==> src/rtl/alu_pkg.sv <==
// Shared encodings for the ALU sequencing controller: ALU control codes,
// R-type funct values, main-decoder ALU ops and the controller FSM states.
package alu_pkg;

    localparam logic [3:0] ALU_CTL_AND = 4'b0000;
    localparam logic [3:0] ALU_CTL_OR  = 4'b0001;
    localparam logic [3:0] ALU_CTL_ADD = 4'b0010;
    localparam logic [3:0] ALU_CTL_SUB = 4'b0110;
    localparam logic [3:0] ALU_CTL_SLT = 4'b0111;
    localparam logic [3:0] ALU_CTL_NOR = 4'b1100;

    localparam logic [5:0] FUNCT_ADD = 6'b100000;
    localparam logic [5:0] FUNCT_SUB = 6'b100010;
    localparam logic [5:0] FUNCT_AND = 6'b100100;
    localparam logic [5:0] FUNCT_OR  = 6'b100101;
    localparam logic [5:0] FUNCT_NOR = 6'b100111;
    localparam logic [5:0] FUNCT_SLT = 6'b101010;

    localparam logic [1:0] ALU_OP_ADD   = 2'b00;
    localparam logic [1:0] ALU_OP_SUB   = 2'b01;
    localparam logic [1:0] ALU_OP_RTYPE = 2'b10;

    typedef enum logic [1:0] {
        ST_IDLE = 2'b00,
        ST_EXEC = 2'b01,
        ST_RESP = 2'b10
    } state_t;

endpackage

==> src/rtl/alu_seq_ctrl_dec.sv <==
// alu_ctl_dec: combinational decode of alu_op/funct into the ALU control code,
// a legality flag and an add/sub flag (used to qualify the overflow result).
module alu_ctl_dec
    import alu_pkg::*;
(
    input  logic [1:0] i_alu_op,
    input  logic [5:0] i_funct,
    output logic [3:0] o_ctl,
    output logic       o_legal,
    output logic       o_is_addsub
);

    always_comb begin
        o_ctl       = ALU_CTL_AND;
        o_legal     = 1'b0;
        o_is_addsub = 1'b0;
        case (i_alu_op)
            ALU_OP_ADD: begin
                o_ctl       = ALU_CTL_ADD;
                o_legal     = 1'b1;
                o_is_addsub = 1'b1;
            end
            ALU_OP_SUB: begin
                o_ctl       = ALU_CTL_SUB;
                o_legal     = 1'b1;
                o_is_addsub = 1'b1;
            end
            ALU_OP_RTYPE: begin
                case (i_funct)
                    FUNCT_ADD: begin
                        o_ctl       = ALU_CTL_ADD;
                        o_legal     = 1'b1;
                        o_is_addsub = 1'b1;
                    end
                    FUNCT_SUB: begin
                        o_ctl       = ALU_CTL_SUB;
                        o_legal     = 1'b1;
                        o_is_addsub = 1'b1;
                    end
                    FUNCT_AND: begin
                        o_ctl   = ALU_CTL_AND;
                        o_legal = 1'b1;
                    end
                    FUNCT_OR: begin
                        o_ctl   = ALU_CTL_OR;
                        o_legal = 1'b1;
                    end
                    FUNCT_NOR: begin
                        o_ctl   = ALU_CTL_NOR;
                        o_legal = 1'b1;
                    end
                    FUNCT_SLT: begin
                        o_ctl   = ALU_CTL_SLT;
                        o_legal = 1'b1;
                    end
                    default: ;
                endcase
            end
            default: ;
        endcase
    end

endmodule

==> src/rtl/alu_seq_ctrl.sv <==
// Sequences one operation at a time through an external combinational ALU and
// holds the registered response until consumed. Define ALU_OVF_TRAP_EN for overflow trap + sticky flag.
//
//   state | meaning
//   IDLE  | ready for a request; operands captured on handshake
//   EXEC  | ALU operands driven from registers; result captured at the edge
//   RESP  | response presented and held until rsp_ready
module alu_seq_ctrl
    import alu_pkg::*;
(
    input  logic        clk,
    input  logic        rst,
    input  logic        req_valid,
    output logic        req_ready,
    input  logic [1:0]  alu_op,
    input  logic [5:0]  funct,
    input  logic [31:0] src_a,
    input  logic [31:0] src_b,
    output logic [31:0] alu_a,
    output logic [31:0] alu_b,
    output logic [3:0]  alu_ctl,
    input  logic [31:0] alu_result,
    input  logic        alu_zero,
    input  logic        alu_overflow,
    output logic        rsp_valid,
    input  logic        rsp_ready,
    output logic [31:0] rsp_result,
    output logic        rsp_zero,
    output logic        rsp_ovf,
    output logic        rsp_err,
    output logic        rsp_trap,
    output logic        ovf_sticky
);

    state_t      r_state;
    state_t      w_state_nxt;
    logic [31:0] r_a;
    logic [31:0] r_b;
    logic [3:0]  r_ctl;
    logic        r_legal;
    logic        r_addsub;
    logic [31:0] r_result;
    logic        r_zero;
    logic        r_ovf;
    logic        r_err;
    logic [3:0]  w_ctl;
    logic        w_legal;
    logic        w_addsub;
    logic        w_req_fire;

    alu_ctl_dec u_dec (
        .i_alu_op    (alu_op),
        .i_funct     (funct),
        .o_ctl       (w_ctl),
        .o_legal     (w_legal),
        .o_is_addsub (w_addsub)
    );

    always_ff @(posedge clk) begin
        if (rst) begin
            r_state <= ST_IDLE;
        end else begin
            r_state <= w_state_nxt;
        end
    end

    always_comb begin
        w_state_nxt = r_state;
        req_ready   = 1'b0;
        rsp_valid   = 1'b0;
        w_req_fire  = 1'b0;
        case (r_state)
            ST_IDLE: begin
                req_ready = 1'b1;
                if (req_valid) begin
                    w_req_fire  = 1'b1;
                    w_state_nxt = ST_EXEC;
                end
            end
            ST_EXEC: w_state_nxt = ST_RESP;
            ST_RESP: begin
                rsp_valid = 1'b1;
                if (rsp_ready) begin
                    w_state_nxt = ST_IDLE;
                end
            end
            default: w_state_nxt = ST_IDLE;
        endcase
    end

    // Illegal ops decode to ALU_CTL_AND (0000), so r_ctl needs no special case.
    always_ff @(posedge clk) begin
        if (rst) begin
            r_a      <= '0;
            r_b      <= '0;
            r_ctl    <= ALU_CTL_AND;
            r_legal  <= 1'b0;
            r_addsub <= 1'b0;
            r_result <= '0;
            r_zero   <= 1'b0;
            r_ovf    <= 1'b0;
            r_err    <= 1'b0;
        end else begin
            if (w_req_fire) begin
                r_a      <= src_a;
                r_b      <= src_b;
                r_ctl    <= w_ctl;
                r_legal  <= w_legal;
                r_addsub <= w_addsub;
            end
            if (r_state == ST_EXEC) begin
                r_result <= alu_result;
                r_zero   <= alu_zero;
                r_ovf    <= alu_overflow & r_addsub;
                r_err    <= ~r_legal;
            end
        end
    end

`ifdef ALU_OVF_TRAP_EN
    logic r_trap;
    logic r_sticky;

    always_ff @(posedge clk) begin
        if (rst) begin
            r_trap   <= 1'b0;
            r_sticky <= 1'b0;
        end else if (r_state == ST_EXEC) begin
            r_trap <= alu_overflow & r_addsub;
            if (alu_overflow & r_addsub) begin
                r_sticky <= 1'b1;
            end
        end
    end

    assign rsp_trap   = r_trap;
    assign ovf_sticky = r_sticky;
`else
    assign rsp_trap   = 1'b0;
    assign ovf_sticky = 1'b0;
`endif

    assign alu_a      = r_a;
    assign alu_b      = r_b;
    assign alu_ctl    = r_ctl;
    assign rsp_result = r_result;
    assign rsp_zero   = r_zero;
    assign rsp_ovf    = r_ovf;
    assign rsp_err    = r_err;

endmodule

==> config.mk <==
export PLATFORM = sky130hd
export DESIGN_NAME = alu_seq_ctrl
export DESIGN_NICKNAME = d
export VERILOG_FILES = /design/src/rtl/alu_pkg.sv /design/src/rtl/alu_seq_ctrl_dec.sv /design/src/rtl/alu_seq_ctrl.sv
export SDC_FILE = /design/constraint.sdc
export NUM_CORES = 1
export LEC_CHECK = 0
export ABC_CLOCK_PERIOD_IN_PS = 2300
export BUFFER_PORTS_ARGS = -buffer_cell sky130_fd_sc_hd__buf_2
export CORE_MARGIN = 2
export CORE_UTILIZATION = 47
export CTS_CLUSTER_SIZE = 16
export DETAILED_ROUTE_END_ITERATION = 16
export HOLD_SLACK_MARGIN = 0.12
export PLACE_DENSITY = 0.94
export SETUP_SLACK_MARGIN = 0.2
export SLEW_MARGIN = 10
export SYNTH_ARGS = -nofsm -noshare
export SYNTH_HDL_FRONTEND = slang
export SYNTH_HIERARCHICAL = 1
export SYNTH_SLANG_ARGS = --single-unit
==> constraint.sdc <==
create_clock -name clk -period 2.3 [get_ports clk]
set_clock_uncertainty 0.15 [all_clocks]
set_input_delay 0.345 -clock clk [delete_from_list [all_inputs] [get_ports clk]]
set_output_delay 0.345 -clock clk [all_outputs]
set_load 0.02 [all_outputs]
Word level (Yosys, flattened, before mapping). Index checks and enable logic that the tools add are counted. W data, S select, Z words.

Input bits: 110. Bits in registers: 107.

Equal/unequal tests: 12. Bitwise logic cells: 2. Reduce and logical (&&, ||, !) cells: 6. Mux-type cells: 13.

Operators with widths (number): $eq A6 B6 Y1 const B (6); $pmux W4 S5 (1); $pmux W4 S3 (1); $mux W1 (6); $pmux W2 S3 (1); $reduce_or A6 Y1 (1); $eq A2 B1 Y1 const B (2); $eq A2 B2 Y1 const B (2); $logic_not A2 Y1 (2); $mux W2 (2); $ne A2 B2 Y1 const B (2); $pmux W1 S2 (2); $reduce_or A2 Y1 (2); $reduce_and A2 Y1 (1); $and A1 B1 Y1 (1); $not A1 Y1 (1).

Logic depth before layout (Yosys ltp). Gate-level depths: netlist of the first run.

Depth after elaboration: 4. Mapped depth: 5. Depth with buffers taken out: 5.

Hierarchy. Netlist of the first run, hierarchy kept.

Modules (own cells, without submodules): alu_seq_ctrl (sequential area each 2142.1 um^2, area an instance 3746.1 um^2, cells an instance 468, instances 1); alu_ctl_dec (sequential area each 0.0 um^2, area an instance 133.9 um^2, cells an instance 21, instances 1).

Worst setup path after synthesis of the first run. Ideal clock, no wire load.

Path type: register to register. Start: register r_state[1]. End: register r_a[26], in the netlist alu_a[26]. Slack: 0.920 ns. Stages on the path, launching flop included: 6. Buffers on the path: 2. Required time: 2.018 ns. Library setup time: 0.132 ns. Arrival time: 1.098 ns. Period minus slack after synthesis: 1.380 ns. Path through: dfxtp_1 or3b_1 buf_4 buf_6 nand2_1 a21oi_1.

Longest elaborated chain between the ends: 2.

Ends and longest elaborated chain: start, declared (RTL line alu_seq_ctrl.sv:35) `state_t r_state;`; start signal, assigned (RTL line alu_seq_ctrl.sv:63) `r_state <= w_state_nxt;`; $logic_not A2 Y1 (RTL line alu_seq_ctrl.sv:72) `case (r_state)`; $mux W1 (RTL line alu_seq_ctrl.sv:72); end signal, assigned (RTL line alu_seq_ctrl.sv:105) `r_a <= src_a;`; end, declared (RTL line alu_seq_ctrl.sv:37) `logic [31:0] r_a;`.

No other way between the ends. A chain may end at the register's enable or synchronous reset.

Worst setup path after layout of the first run.
Start: register r_state[0]. End: register r_a[17], in the netlist alu_a[17].

Same word-level chain as after synthesis.

==> metrics.txt, run 1 <==
Nets 894; Detailed Route Iter0 Violations 150; Final Hold Vio Count 0; relative slew slack 0.537; Tightest Hold Check Type in -> reg; share of the yosys chip area belonging to registers 0.552; clk sinks 107; Tmin final 1.78 ns; CP Launch Type flop; Setup TNS 0 ns; largest net degree at the start of global routing 72; Root Buffer clkbuf_8; mapped cell area 3880 um^2; kind of critical path reg -> reg; TritonCTS Buffers 9; via/cell ratio 5.05; Buf+Inv Stages, Crit Path 1; vias in the first global route 4242; WP data arrival 1.91 ns; status finished, final reports clean; WL final 12900 um; # fillers 549; Layout area overhead 57.5%; Die Y 94.9 um; Rows 33; Die W 94.9 um; crit-path max FO 71; Least-Margin Pin Slew 0.695 ns; CP endpoint kind flop; Peak Freq 562 MHz; clk buf depth 2; GPL Wtd Cong 0.842; leakage power 2.85 nW; first-pass GRT wire length 19300 um; Req. time, crit path 2.42 ns; Ports 217; crit-path max cell delay 0.54 ns; Port Buf Inserts 214; Critical Path Slowest Stage Cell buf_4; H-tree depth 3; family with the most delay on the worst path buffers and inverters; DRT Pass-1 Iters 5; DRT antenna net count 0; drt wl/cell 14.4 um; CTS tree yes; global-route usage over all layers 0.273; power per cell area 632 nW/um^2; routed via count 4520; Non-Filler Instances 895; #FFs+latches synth 107; clock latency on the worst-skew pair 0.34 ns; Max Cap Viol 0; initial antenna violation count 0; placed cells 780; Detail Placement HPWL 7500 um; Setup-failing EPs final 0; fin. max-slew vios 0; Synth Instances 489; syn avg cell area 7.93 um^2; core area 8090 um^2; Initial Utilization 0.479; RSZ-0062 raised after global routing false; cell breakdown of the critical path or3b_2 -> buf_4 -> nand2_1 -> a21oi_1; global route total overflow 0; synth unique cells 24; Peak VDD IR 0.479 mV; Reg clk slew, reported paths 0.10 ns; synth warn 6; drt drc 0; Final Cycle Share 0.774; layout cells sized above 1 0.308; die area 9000 um^2
state kept, by name, summed over array words and instances (netlist names), 2 cells and up:
signal / cells
alu_ctl: 4
alu_a: 32
r_state: 2
rsp_result: 32
alu_b: 32
through the flow:
step	power, mW	hold WS [ns]	utilization	setup slack, ns	instance area (um^2)
floorplan	2.45	0.263	-	0.920	3880
global placement	2.66	0.274	0.611	0.567	4940
detailed placement	2.69	0.294	0.611	0.522	4940
CTS	3.88	0.130	0.755	0.553	6110
global route	4.05	0.132	0.755	0.354	6110
finish	3.86	0.148	0.755	0.519	6110
cells in the mapped netlist:
cell type | number | share of area
nand2_1 | 211 | 0.20
dfxtp_1 | 107 | 0.55
a21oi_1 | 105 | 0.14
buf_2 | 14 | 0.018
clkbuf_1 | 11 | 0.011
buf_6 | 7 | 0.020
buf_4 | 5 | 0.0097
nor2_1 | 4 | 0.0039
inv_1 | 3 | 0.0029
nand2b_1 | 3 | 0.0048
nor2b_1 | 3 | 0.0048
nor3_1 | 2 | 0.0026
nor3b_2 | 2 | 0.0064
o31ai_1 | 2 | 0.0039
a211oi_1 | 1 | 0.0019
a21boi_0 | 1 | 0.0019
conb_1 | 1 | 0.00097
nand3_1 | 1 | 0.0013
nand3b_1 | 1 | 0.0019
o21a_1 | 1 | 0.0019
o21ai_1 | 1 | 0.0013
o32a_1 | 1 | 0.0026
o32ai_2 | 1 | 0.0042
or3b_1 | 1 | 0.0023
routing by layer:
| layer | track usage | wire [um] | share of wire | vias to the layer above |
|---|---|---|---|---|
| li1 | - | - | - | 2153 |
| met1 | 0.290 | 4770 | 0.37 | 2066 |
| met2 | 0.483 | 6680 | 0.52 | 234 |
| met3 | 0.0630 | 783 | 0.061 | 67 |
| met4 | 0.175 | 694 | 0.054 | 0 |
| met5 | 0 | 0 | 0 | - |
area by class of cell:
class | instances | area (um^2) | share of cell area
diodes | 1 | 2.50 | 0.000410
clock buffers | 10 | 138 | 0.0225
clock inverters | 6 | 47.5 | 0.00778
inverters | 3 | 11.3 | 0.00184
multi-input cells | 343 | 1510 | 0.247
flip-flops and latches | 107 | 2140 | 0.351
well taps | 105 | 131 | 0.0215
repair buffers | 320 | 2130 | 0.348
layout by cell type, fill, tap and decap left out, types with 2 or more instances in the layout:
| cell type | synthesis | final |
|---|---|---|
| nor3_1 | 2 | 2 |
| nand2_1 | 211 | 211 |
| a21oi_1 | 105 | 105 |
| nor2_1 | 4 | 4 |
| inv_1 | 3 | 3 |
| nor2b_1 | 3 | 2 |
| dlygate4sd3_1 | 0 | 98 |
| buf_4 | 5 | 8 |
| clkinv_4 | 0 | 2 |
| conb_1 | 1 | 2 |
| inv_6 | 0 | 2 |
| nand2b_1 | 3 | 3 |
| clkbuf_8 | 0 | 10 |
| dfxtp_1 | 107 | 107 |
| o31ai_1 | 2 | 2 |
| buf_2 | 14 | 213 |
power breakdown:
part / internal (mW) / switching, mW
Sequential: 1.96 / 0.0565
Combinational: 0.338 / 0.446
Clock: 0.434 / 0.630
cell families after synthesis:
family	Yosys count	share of synthesized area
AO/OA/AOI/OAI	113	0.153
buffers and inverters	40	0.0616
other	1	0.000967
AND/OR/NAND/NOR	228	0.232
flip-flops	107	0.552
repair_timing:
item / 4_1_cts / 5_1_grt
endpoints found under the hold margin: 98 / 0
setup endpoints to repair: 0 / 0
gates resized for setup: 0 / 0
hold buffers: 98 / 0
buffers inserted: 0 / 0
worst paths after layout:
kind                             endpoint  startpoint  cells after the start  slack [ns]
worst max-delay path            alu_a[17]  r_state[0]                      4        0.52
worst min-delay path            alu_b[22]   src_b[22]                      3        0.15
worst max register to register  alu_a[17]  r_state[0]                      4        0.52
worst min register to register  alu_a[18]   alu_a[18]                      2        0.30
worst register-to-register path, stage by stage (launching register included):
cell and delay, ns:
dfxtp_1 0.47, or3b_2 0.17, buf_4 0.54, nand2_1 0.17, a21oi_1 0.22
No activity file was read; power rests on OpenSTA's default activity.
==> run 2: changes to the inputs <==
--- a/config.mk
+++ b/config.mk
@@ -5,14 +5,14 @@
 export SDC_FILE = /design/constraint.sdc
 export NUM_CORES = 1
 export LEC_CHECK = 0
-export ABC_CLOCK_PERIOD_IN_PS = 2300
+export ABC_CLOCK_PERIOD_IN_PS = 1600
 export BUFFER_PORTS_ARGS = -buffer_cell sky130_fd_sc_hd__buf_2
 export CORE_MARGIN = 2
-export CORE_UTILIZATION = 47
+export CORE_UTILIZATION = 40
 export CTS_CLUSTER_SIZE = 16
 export DETAILED_ROUTE_END_ITERATION = 16
 export HOLD_SLACK_MARGIN = 0.12
-export PLACE_DENSITY = 0.94
+export PLACE_DENSITY = 0.86
 export SETUP_SLACK_MARGIN = 0.2
 export SLEW_MARGIN = 10
 export SYNTH_ARGS = -nofsm -noshare
==> constraint.sdc (replaced) <==
create_clock -name clk -period 1.6 [get_ports clk]
set_clock_uncertainty 0.15 [all_clocks]
set_input_delay 0.24 -clock clk [delete_from_list [all_inputs] [get_ports clk]]
set_output_delay 0.24 -clock clk [all_outputs]
set_load 0.02 [all_outputs]
==> run 2 against run 1 <==
Via count up 7.5%. Worst hold slack better by 0.041 ns. Register-to-register slack worse by 0.46 ns. Setup slack worse by 0.46 ns. Cell area up 15%. Largest cell class is now buffers. Critical endpoint is now alu_a[0]. Core utilization down 0.39 points.
==> metrics.txt, run 2 (synthesis gave the netlist of run 1 again) <==
status finished, final reports clean; via/cell ratio 5.13 (+1.6%); Detailed Route Iter0 Violations 222 (+48%); Final Cycle Share 0.965 (+0.191); fin. max-slew vios 0 (unchanged); Max Cap Viol 0 (unchanged); TritonCTS Buffers 9 (unchanged); crit-path max FO 9 (-87%); crit-path most repeated cell buf_6; Final Hold Vio Count 0 (unchanged); cell breakdown of the critical path buf_6 -> nor3b_4 -> buf_6 -> clkbuf_16 -> nand2_1 -> a21oi_1; Nets 923 (+3.2%); Rows 35 (+6.1%); largest net degree at the start of global routing 47 (-35%); fin util 0.751 (-0.00393); Reg clk slew, reported paths 0.12 ns (+0.02 ns); pre-CTS setup slack 0.0754 ns (-0.447 ns); family with the most delay on the worst path buffers and inverters; most frequent cells in the layout 211 x buf_2, 190 x nand2_1, 105 x dfxtp_1, 105 x dlygate4sd3_1, 62 x a21oi_1; Root Buffer clkbuf_8; clk buf depth 2 (unchanged); routed via count 4858 (+7.5%); commonest non-fill, non-tap cell in the layout buf_2; GPL Wtd Cong 0.777 (-7.8%); DRT Pass-1 Iters 5 (unchanged); Layout area overhead 80.6%; crit-path max cell delay 0.33 ns (-0.21 ns); Peak VDD IR 0.463 mV (-3.4%); Buf+Inv Stages, Crit Path 3 (+2); min setup slack post-route 0.0556 ns (-0.464 ns); HP Start funct[3]; Req. time, crit path 1.74 ns (-0.68 ns); Ports 217 (unchanged); layout cells sized above 1 0.404 (+0.0959); clk sinks 107 (unchanged); CTS tree yes; Detail Placement HPWL 7150 um (-4.8%); Non-Filler Instances 947 (+5.8%); initial antenna violation count 0 (unchanged); WHS 0.189 ns (+0.0407 ns); post-place instance area 5040 um^2 (+2.0%); power per cell area 852 nW/um^2 (+35%); placed cells 805 (+3.2%); Tmin final 1.54 ns (-0.236 ns); Initial Utilization 0.416 (-0.0635); Setup-failing EPs final 0 (unchanged); Final Instance Area 7010 um^2 (+15%); worst r2r src r_state[0]; Die Y 102 um (+8.0%); RSZ-0062 raised after global routing true; drt drc 0 (unchanged); vias in the first global route 4554 (+7.4%); core area 9330 um^2 (+15%); first-pass GRT wire length 20800 um (+7.9%); CP endpoint kind flop; Tightest Hold Check Type in -> reg; global route total overflow 0 (unchanged); H-tree depth 3 (unchanged); CP startpoint r_state[0]; Peak Freq 647 MHz (+15%); clock latency on the worst-skew pair 0.35 ns (about the same); Critical Path Slowest Stage Cell dfxtp_2; drt wl/cell 18.0 um (+24%); WL final 17000 um (+32%); die area 10500 um^2 (+17%); # fillers 587 (+6.9%); Port Buf Inserts 214 (unchanged); total power draw 5.97 mW (+54%); Setup TNS 0 ns (unchanged); global-route usage over all layers 0.252 (-0.0209); leakage power 3.20 nW (+12%); DRT antenna net count 0 (unchanged); WP data arrival 1.69 ns (-0.22 ns); CP Launch Type flop; Die W 102 um (+8.0%); kind of critical path reg -> reg
[run 2: metal layers]
layer | vias to the layer above | part of all wire | GRT usage | routed length, um
li1 | 2221 | - | - | -
met1 | 2236 | 0.37 | 0.256 | 6370
met2 | 304 | 0.49 | 0.455 | 8400
met3 | 97 | 0.070 | 0.0719 | 1190
met4 | 0 | 0.062 | 0.154 | 1050
met5 | - | 0 | 0 | 0
[run 2: worst paths after layout]
kind / to / slack, ns / cells past startpoint
hold / removal: r_addsub / 0.19 / 6
hold reg to reg: rsp_err / 0.29 / 1
setup reg to reg: alu_a[0] / 0.06 / 6
setup / recovery: alu_a[0] / 0.06 / 6
[run 2: worst reg2reg max path: stages (launching register included)]
cell and delay [ns]:
dfxtp_2 0.33, buf_6 0.13, nor3b_4 0.23, buf_6 0.18, clkbuf_16 0.18, nand2_1 0.09
a21oi_1 0.19
[run 2: timing repair]
| action | in CTS | in global routing |
|---|---|---|
| gates cloned | 3 | 14 |
| hold buffers | 105 | 0 |
| resized for setup | 12 | 84 |
| pin swaps | 0 | 31 |
| setup endpoints to repair | 72 | 101 |
| endpoints found under the hold margin | 103 | 0 |
| buffers inserted | 3 | 1 |
[run 2: power by group]
group / leakage [nW] / switching, mW / internal [mW]
logic: 2.24 / 0.826 / 0.712
registers: 0.877 / 0.0833 / 2.82
clock network: 0.0877 / 0.946 / 0.583
[run 2: final cells by class]
class / count / area, um^2 / area share
clock buffer: 10 / 128 / 0.0182
sequential: 107 / 2140 / 0.306
inverter: 3 / 11.3 / 0.00161
timing repair buffer: 349 / 2710 / 0.387
tap: 129 / 161 / 0.0230
multi-input combinational: 343 / 1810 / 0.258
clock inverter: 5 / 43.8 / 0.00625
antenna: 1 / 2.50 / 0.000357
